===== config.mk =====
export PLATFORM = sky130hd
export DESIGN_NAME = soc_io_seg7_bin2bcd
export DESIGN_NICKNAME = d
export VERILOG_FILES = /design/src/rtl/soc_io_seg7_bin2bcd.sv
export SDC_FILE = /design/constraint.sdc
export NUM_CORES = 1
export LEC_CHECK = 0
export BUFFER_PORTS_ARGS = -buffer_cell sky130_fd_sc_hd__buf_2
export CAP_MARGIN = 0
export CELL_PAD_IN_SITES_DETAIL_PLACEMENT = 2
export CELL_PAD_IN_SITES_GLOBAL_PLACEMENT = 2
export CORE_MARGIN = 2
export CORE_UTILIZATION = 36
export DETAILED_ROUTE_END_ITERATION = 10
export PLACE_DENSITY = 0.83
export SLEW_MARGIN = 20
export SYNTH_ARGS = -nofsm -noshare
export SYNTH_HDL_FRONTEND = slang
export SYNTH_SLANG_ARGS = --single-unit

===== constraint.sdc =====
create_clock -name clk -period 3.3 [get_ports clk]
set_input_delay 0.165 -clock clk [delete_from_list [all_inputs] [get_ports clk]]
set_output_delay 0.165 -clock clk [all_outputs]
set_load 0.01 [all_outputs]

===== src/rtl/soc_io_seg7_bin2bcd.sv =====
// -----------------------------------------------------------------------------
// soc_io_seg7_bin2bcd
//
// Sequential binary-to-BCD converter feeding the per-digit 7-segment decoders.
// Uses shift-and-add-3 (double dabble), one input bit per clock. It also
// produces a leading-zero blank mask and a saturating overflow flag.
//
// Ports:
//   clk      in   system clock
//   rst      in   asynchronous reset, active-high
//   s_valid  in   input value valid
//   s_ready  out  block can accept a value (high only while idle)
//   s_data   in   [IN_W-1:0] unsigned binary value, sampled on the accept edge
//   m_valid  out  BCD result valid
//   m_ready  in   downstream accepts result
//   m_bcd    out  [4*DIGITS-1:0] packed BCD, nibble k = decimal digit k
//   m_blank  out  [DIGITS-1:0] 1 = digit k is a leading zero (bit 0 always 0)
//   m_ovf    out  input exceeded 10^DIGITS-1; m_bcd saturated to all nines
//
// Timing: the accepting edge is followed by IN_W shift edges. The last shift
// edge also loads the result registers and enters DONE, so m_valid is high
// after the 28th edge (default parameters), counting the accepting edge.
// -----------------------------------------------------------------------------
module soc_io_seg7_bin2bcd #(
  parameter int IN_W   = 27,
  parameter int DIGITS = 8
) (
  input  logic                  clk,
  input  logic                  rst,
  input  logic                  s_valid,
  output logic                  s_ready,
  input  logic [IN_W-1:0]       s_data,
  output logic                  m_valid,
  input  logic                  m_ready,
  output logic [4*DIGITS-1:0]   m_bcd,
  output logic [DIGITS-1:0]     m_blank,
  output logic                  m_ovf
);

  localparam int BCD_W = 4 * DIGITS;
  localparam int CNT_W = $clog2(IN_W + 1);

  // Elaboration-time 10^n; 64 bits covers any IN_W up to 63.
  function automatic logic [63:0] pow10(input int n);
    logic [63:0] r;
    r = 64'd1;
    for (int i = 0; i < n; i++) r = r * 64'd10;
    return r;
  endfunction

  localparam logic [63:0] DEC_MAX = pow10(DIGITS) - 64'd1;

  // Per-nibble correction ahead of each shift. Nibbles never exceed 9 here,
  // so the 4-bit add cannot carry into the next nibble.
  function automatic logic [BCD_W-1:0] add3(input logic [BCD_W-1:0] b);
    logic [BCD_W-1:0] r;
    r = b;
    for (int k = 0; k < DIGITS; k++) begin
      if (b[4*k +: 4] >= 4'd5) r[4*k +: 4] = b[4*k +: 4] + 4'd3;
    end
    return r;
  endfunction

  // Saturate to all nines when the input is out of decimal range.
  function automatic logic [BCD_W-1:0] sat_bcd(input logic [BCD_W-1:0] b,
                                               input logic ovf);
    return ovf ? {DIGITS{4'h9}} : b;
  endfunction

  // Digit k (k>0) is blank when it and every more significant digit is zero.
  function automatic logic [DIGITS-1:0] blank_mask(input logic [BCD_W-1:0] b);
    logic [DIGITS-1:0] m;
    logic              z;
    m = '0;
    z = 1'b1;
    for (int k = DIGITS - 1; k >= 1; k--) begin
      z    = z & (b[4*k +: 4] == 4'd0);
      m[k] = z;
    end
    return m;
  endfunction

  typedef enum logic [1:0] {IDLE, SHIFT, DONE} state_t;

  state_t              state_q, state_d;
  logic [IN_W-1:0]     bin_q, bin_d;
  logic [BCD_W-1:0]    bcd_q, bcd_d;
  logic [CNT_W-1:0]    cnt_q;
  logic                ovf_q;
  logic [BCD_W-1:0]    m_bcd_q;
  logic [DIGITS-1:0]   m_blank_q;
  logic                m_ovf_q;
  logic [BCD_W+IN_W-1:0] sh_d;

  // State register
  always_ff @(posedge clk or posedge rst) begin
    if (rst) state_q <= IDLE;
    else     state_q <= state_d;
  end

  // Next-state logic
  always_comb begin
    state_d = state_q;
    case (state_q)
      IDLE:    if (s_valid)        state_d = SHIFT;
      SHIFT:   if (cnt_q == '0)    state_d = DONE;
      DONE:    if (m_ready)        state_d = IDLE;
      default:                     state_d = IDLE;
    endcase
  end

  // Outputs are pure decodes of the state register, so no input reaches an
  // output combinationally.
  always_comb begin
    s_ready = (state_q == IDLE);
    m_valid = (state_q == DONE);
  end

  // One double-dabble step: correct nibbles, then shift {bcd, bin} left.
  always_comb begin
    sh_d  = {add3(bcd_q), bin_q} << 1;
    bcd_d = sh_d[BCD_W+IN_W-1:IN_W];
    bin_d = sh_d[IN_W-1:0];
  end

  // Datapath and result registers
  always_ff @(posedge clk or posedge rst) begin
    if (rst) begin
      bin_q     <= '0;
      bcd_q     <= '0;
      cnt_q     <= '0;
      ovf_q     <= 1'b0;
      m_bcd_q   <= '0;
      m_blank_q <= '0;
      m_ovf_q   <= 1'b0;
    end else begin
      case (state_q)
        IDLE: begin
          if (s_valid) begin
            bin_q <= s_data;
            bcd_q <= '0;
            ovf_q <= ({{(64-IN_W){1'b0}}, s_data} > DEC_MAX);
            cnt_q <= CNT_W'(IN_W - 1);
          end
        end
        SHIFT: begin
          bin_q <= bin_d;
          bcd_q <= bcd_d;
          if (cnt_q == '0) begin
            // Final shift: publish the finished, fixed-up result.
            m_bcd_q   <= sat_bcd(bcd_d, ovf_q);
            m_blank_q <= ovf_q ? '0 : blank_mask(bcd_d);
            m_ovf_q   <= ovf_q;
          end else begin
            cnt_q <= cnt_q - 1'b1;
          end
        end
        default: ;
      endcase
    end
  end

  assign m_bcd   = m_bcd_q;
  assign m_blank = m_blank_q;
  assign m_ovf   = m_ovf_q;

endmodule


==> qor.yml <==
status:
  outcome: "complete, no violations"
routing:
  finalWirelength_mm: 16.15
  wl_met3_um: 481
  met2_length_mm: 8.477
  drt_iter0_drc: 162
  ant_nets: 0
  vias: 4359
  wl_met1_mm: 6.991
  drt-wirelength-per-cell_um: 20.21
  dr.max_layer_used: "met4"
  vias_per_cell: 5.456
  first_pass_iters: 4
  drc_errors: 0
timing:
  setup_viol: 0
  slew_headroom_pct: 45.27
  finalCritPeriodShare_pct: 84.88
  setup-tns-final_ps: 0
  rsz0062_at_grt: "no"
  fmax_mhz: 357.0
  worst_pin_slew_ps: 820.0
  finalHoldViolations: 0
  skew_ps: 8.301
  setup_ws_ps: 498.9
  slew_violations: 0
  fin_crit_ps: 2801
synth:
  yosysTopAreaCell: "dfrtp_1"
  synth_edf_count: 0
  synth_top_cell_area_share_pct: 50.75
  synth.yosys.seq_area_share_pct: 50.75
  syn_inst: 543
  async_reset_ff_share_pct: 100.0
  synth.avg_cell_area_sq_um: 9.717
  netlist_area_sq_um: 5276
  synth_area_leaders: "dfrtp_1 51%, o21ai_0 7.2%, mux2i_1 6.1%"
  synthFlopType: "dfrtp_1"
  ys_ff_latch: 107
  synth-warning-count: 0
  syn_nets: 592
  synth.distinct_cells: 47
cts:
  root_buffer: "clkbuf_16"
  cts_tree: "yes"
  clk_latency_ps: 360
  cts_buffer_depth: 2
  clkSinkCount: 107
  clkTransAtPathRegs_ps: 70
  cts_resized: 0
  post_cts_buffers: 0
  cts_buffers: 9
  ctsHtreeMaxLevel: 3
power_and_ir_drop:
  power_leakage_nw: 2.933
  total_power_mw: 6.434
  irDropWorstVdd_v: 0.0004216
  powerDensity_nw_per_um2: 1034
floorplan:
  core_region_area_sq_um: 14420
  pin_count: 74
  die_y_um: 125.1
  initial_core_util_pct: 36.58
  row_count: 44
  dieArea_sq_um: 15640
  die_x_um: 125.1
layout:
  area_growth_pct: 17.93
  diodes: 0
  fin_nets: 659
  final_cell_mix: "107 x dfrtp_1, 81 x nand2_1, 76 x o21ai_0, 72 x buf_2, 32 x mux2i_1"
  drive_gt1_share_pct: 17.40
  final_common_cell: "dfrtp_1"
global_route:
  grt_overflow: 0
  grt_max_degree: 60
  first_global_vias: 4886
  antenna_found_initial: 0
  grt_pass1_wl_mm: 26.92
  grtUsageTotal_pct: 21.54
place:
  portBuffers: 72
  routabilityCongestion: 0.7909
  pre_cts_ws_ps: 704.8
  dpl.hpwl_mm: 10.87
min_path:
  hp-class: "input port to register"
critical_path:
  crit_arrival_ps: 3090
  crit_path_start_kind: "register"
  critical_path_class: "register to register"
  worstPathMaxFanout: 6
  cp-end-kind: "register"
  required_ps: 3590
flow_run:
  maxCapViolCount: 0
[cells in the mapped netlist, types with 2 or more instances]
| library cell | instances |
|---|---|
| nor4b_1 | 3 |
| o31ai_1 | 4 |
| or3b_2 | 2 |
| ha_1 | 18 |
| buf_1 | 2 |
| and2_1 | 4 |
| a31oi_1 | 9 |
| nand2b_1 | 14 |
| nor2_1 | 31 |
| nand4_1 | 4 |
| mux2i_1 | 32 |
| a22o_1 | 26 |
| clkbuf_1 | 21 |
| buf_2 | 2 |
| xnor2_1 | 9 |
| nand3_1 | 4 |
| inv_1 | 22 |
| nand2_1 | 81 |
| nor3_1 | 13 |
| a21o_1 | 3 |
| dfrtp_1 | 107 |
| nor3b_1 | 10 |
| a21oi_1 | 21 |
| o21ai_1 | 3 |
| o21ai_0 | 76 |
[worst max-delay path, cell delays in order, from the launching register on]
cell,delay [ps]
dfrtp_1,480
inv_1,100
ha_1,280
nand2b_1,150
a2111oi_0,720
o2111ai_1,250
and4bb_1,400
nand4_2,170
o21ai_1,170
[cell families (layout without fill, tap and decap cells)]
family	after synthesis	count (layout)	synth area share, %
AOI/OAI and AO/OA	151	151	17.29
xor gates and xnor gates	10	10	1.660
adders and majority gates	18	18	4.269
buffers and inverters	48	120	3.534
DFF	107	107	50.75
muxes	33	33	6.284
other	1	1	0.07107
and+or+nand+nor	175	175	16.15
[cell type report]
class | count | area (sq um)
clock buffer | 10 | 239.0
clock inverter | 6 | 111.4
fill | 1599 | 8202
inverter | 22 | 85.08
multi-input combinational | 388 | 2429
sequential | 107 | 2678
tap | 184 | 230.2
timing repair buffer | 82 | 450.4
[metal layers]
layer  up-vias  global-route usage [%]
met1      2247                   26.21
met2        68                   38.91
met4         0                   4.902
met5         -                       0
met3        15                   4.878
li1       2029                       -
[per-stage QoR]
step	hold slack [ps]	instance area (sq um)	util [%]	instances
4_1_cts	32.58	6222	43.14	799
3_5_place_dp	373.8	5862	40.64	782
3_3_place_gp	359.7	5862	40.64	782
6_report	27.96	6222	43.14	799
5_1_grt	47.67	6222	43.14	799
2_1_floorplan	272.6	5276	-	543
[report_power, final]
group,internal [mW],switching (mW)
Clock,0.765,0.517
Combinational,1.11,1.67
Sequential,1.86,0.513
Total,3.74,2.70
[state kept, by name, indices dropped and copies added (netlist names)]
name,cells
bcd_q,32
m_bcd,32
bin_q,27
m_blank,7
cnt_q,5
state_q,2
m_ovf,1
ovf_q,1
[timing repair]
action | in CTS | in global routing
hold endpoints to repair | 58 | 0
setup endpoints to repair | 0 | 0
hold buffers | 1 | 0
[final timing paths]
| kind | start | end | slack (ps) | cells after the start |
|---|---|---|---|---|
| setup reg to reg | bcd_q[28] | m_blank[2] | 500 | 8 |
| hold / removal | m_ready | state_q[1] | 30 | 2 |
| min in group asynchronous | rst | bin_q[17] | 500 | 3 |
| setup / recovery | bcd_q[28] | m_blank[2] | 500 | 8 |
| hold reg to reg | m_bcd[0] | m_bcd[0] | 470 | 2 |
| max in group asynchronous | rst | m_bcd[7] | 2050 | 4 |
(Power assumes the default switching activity.)
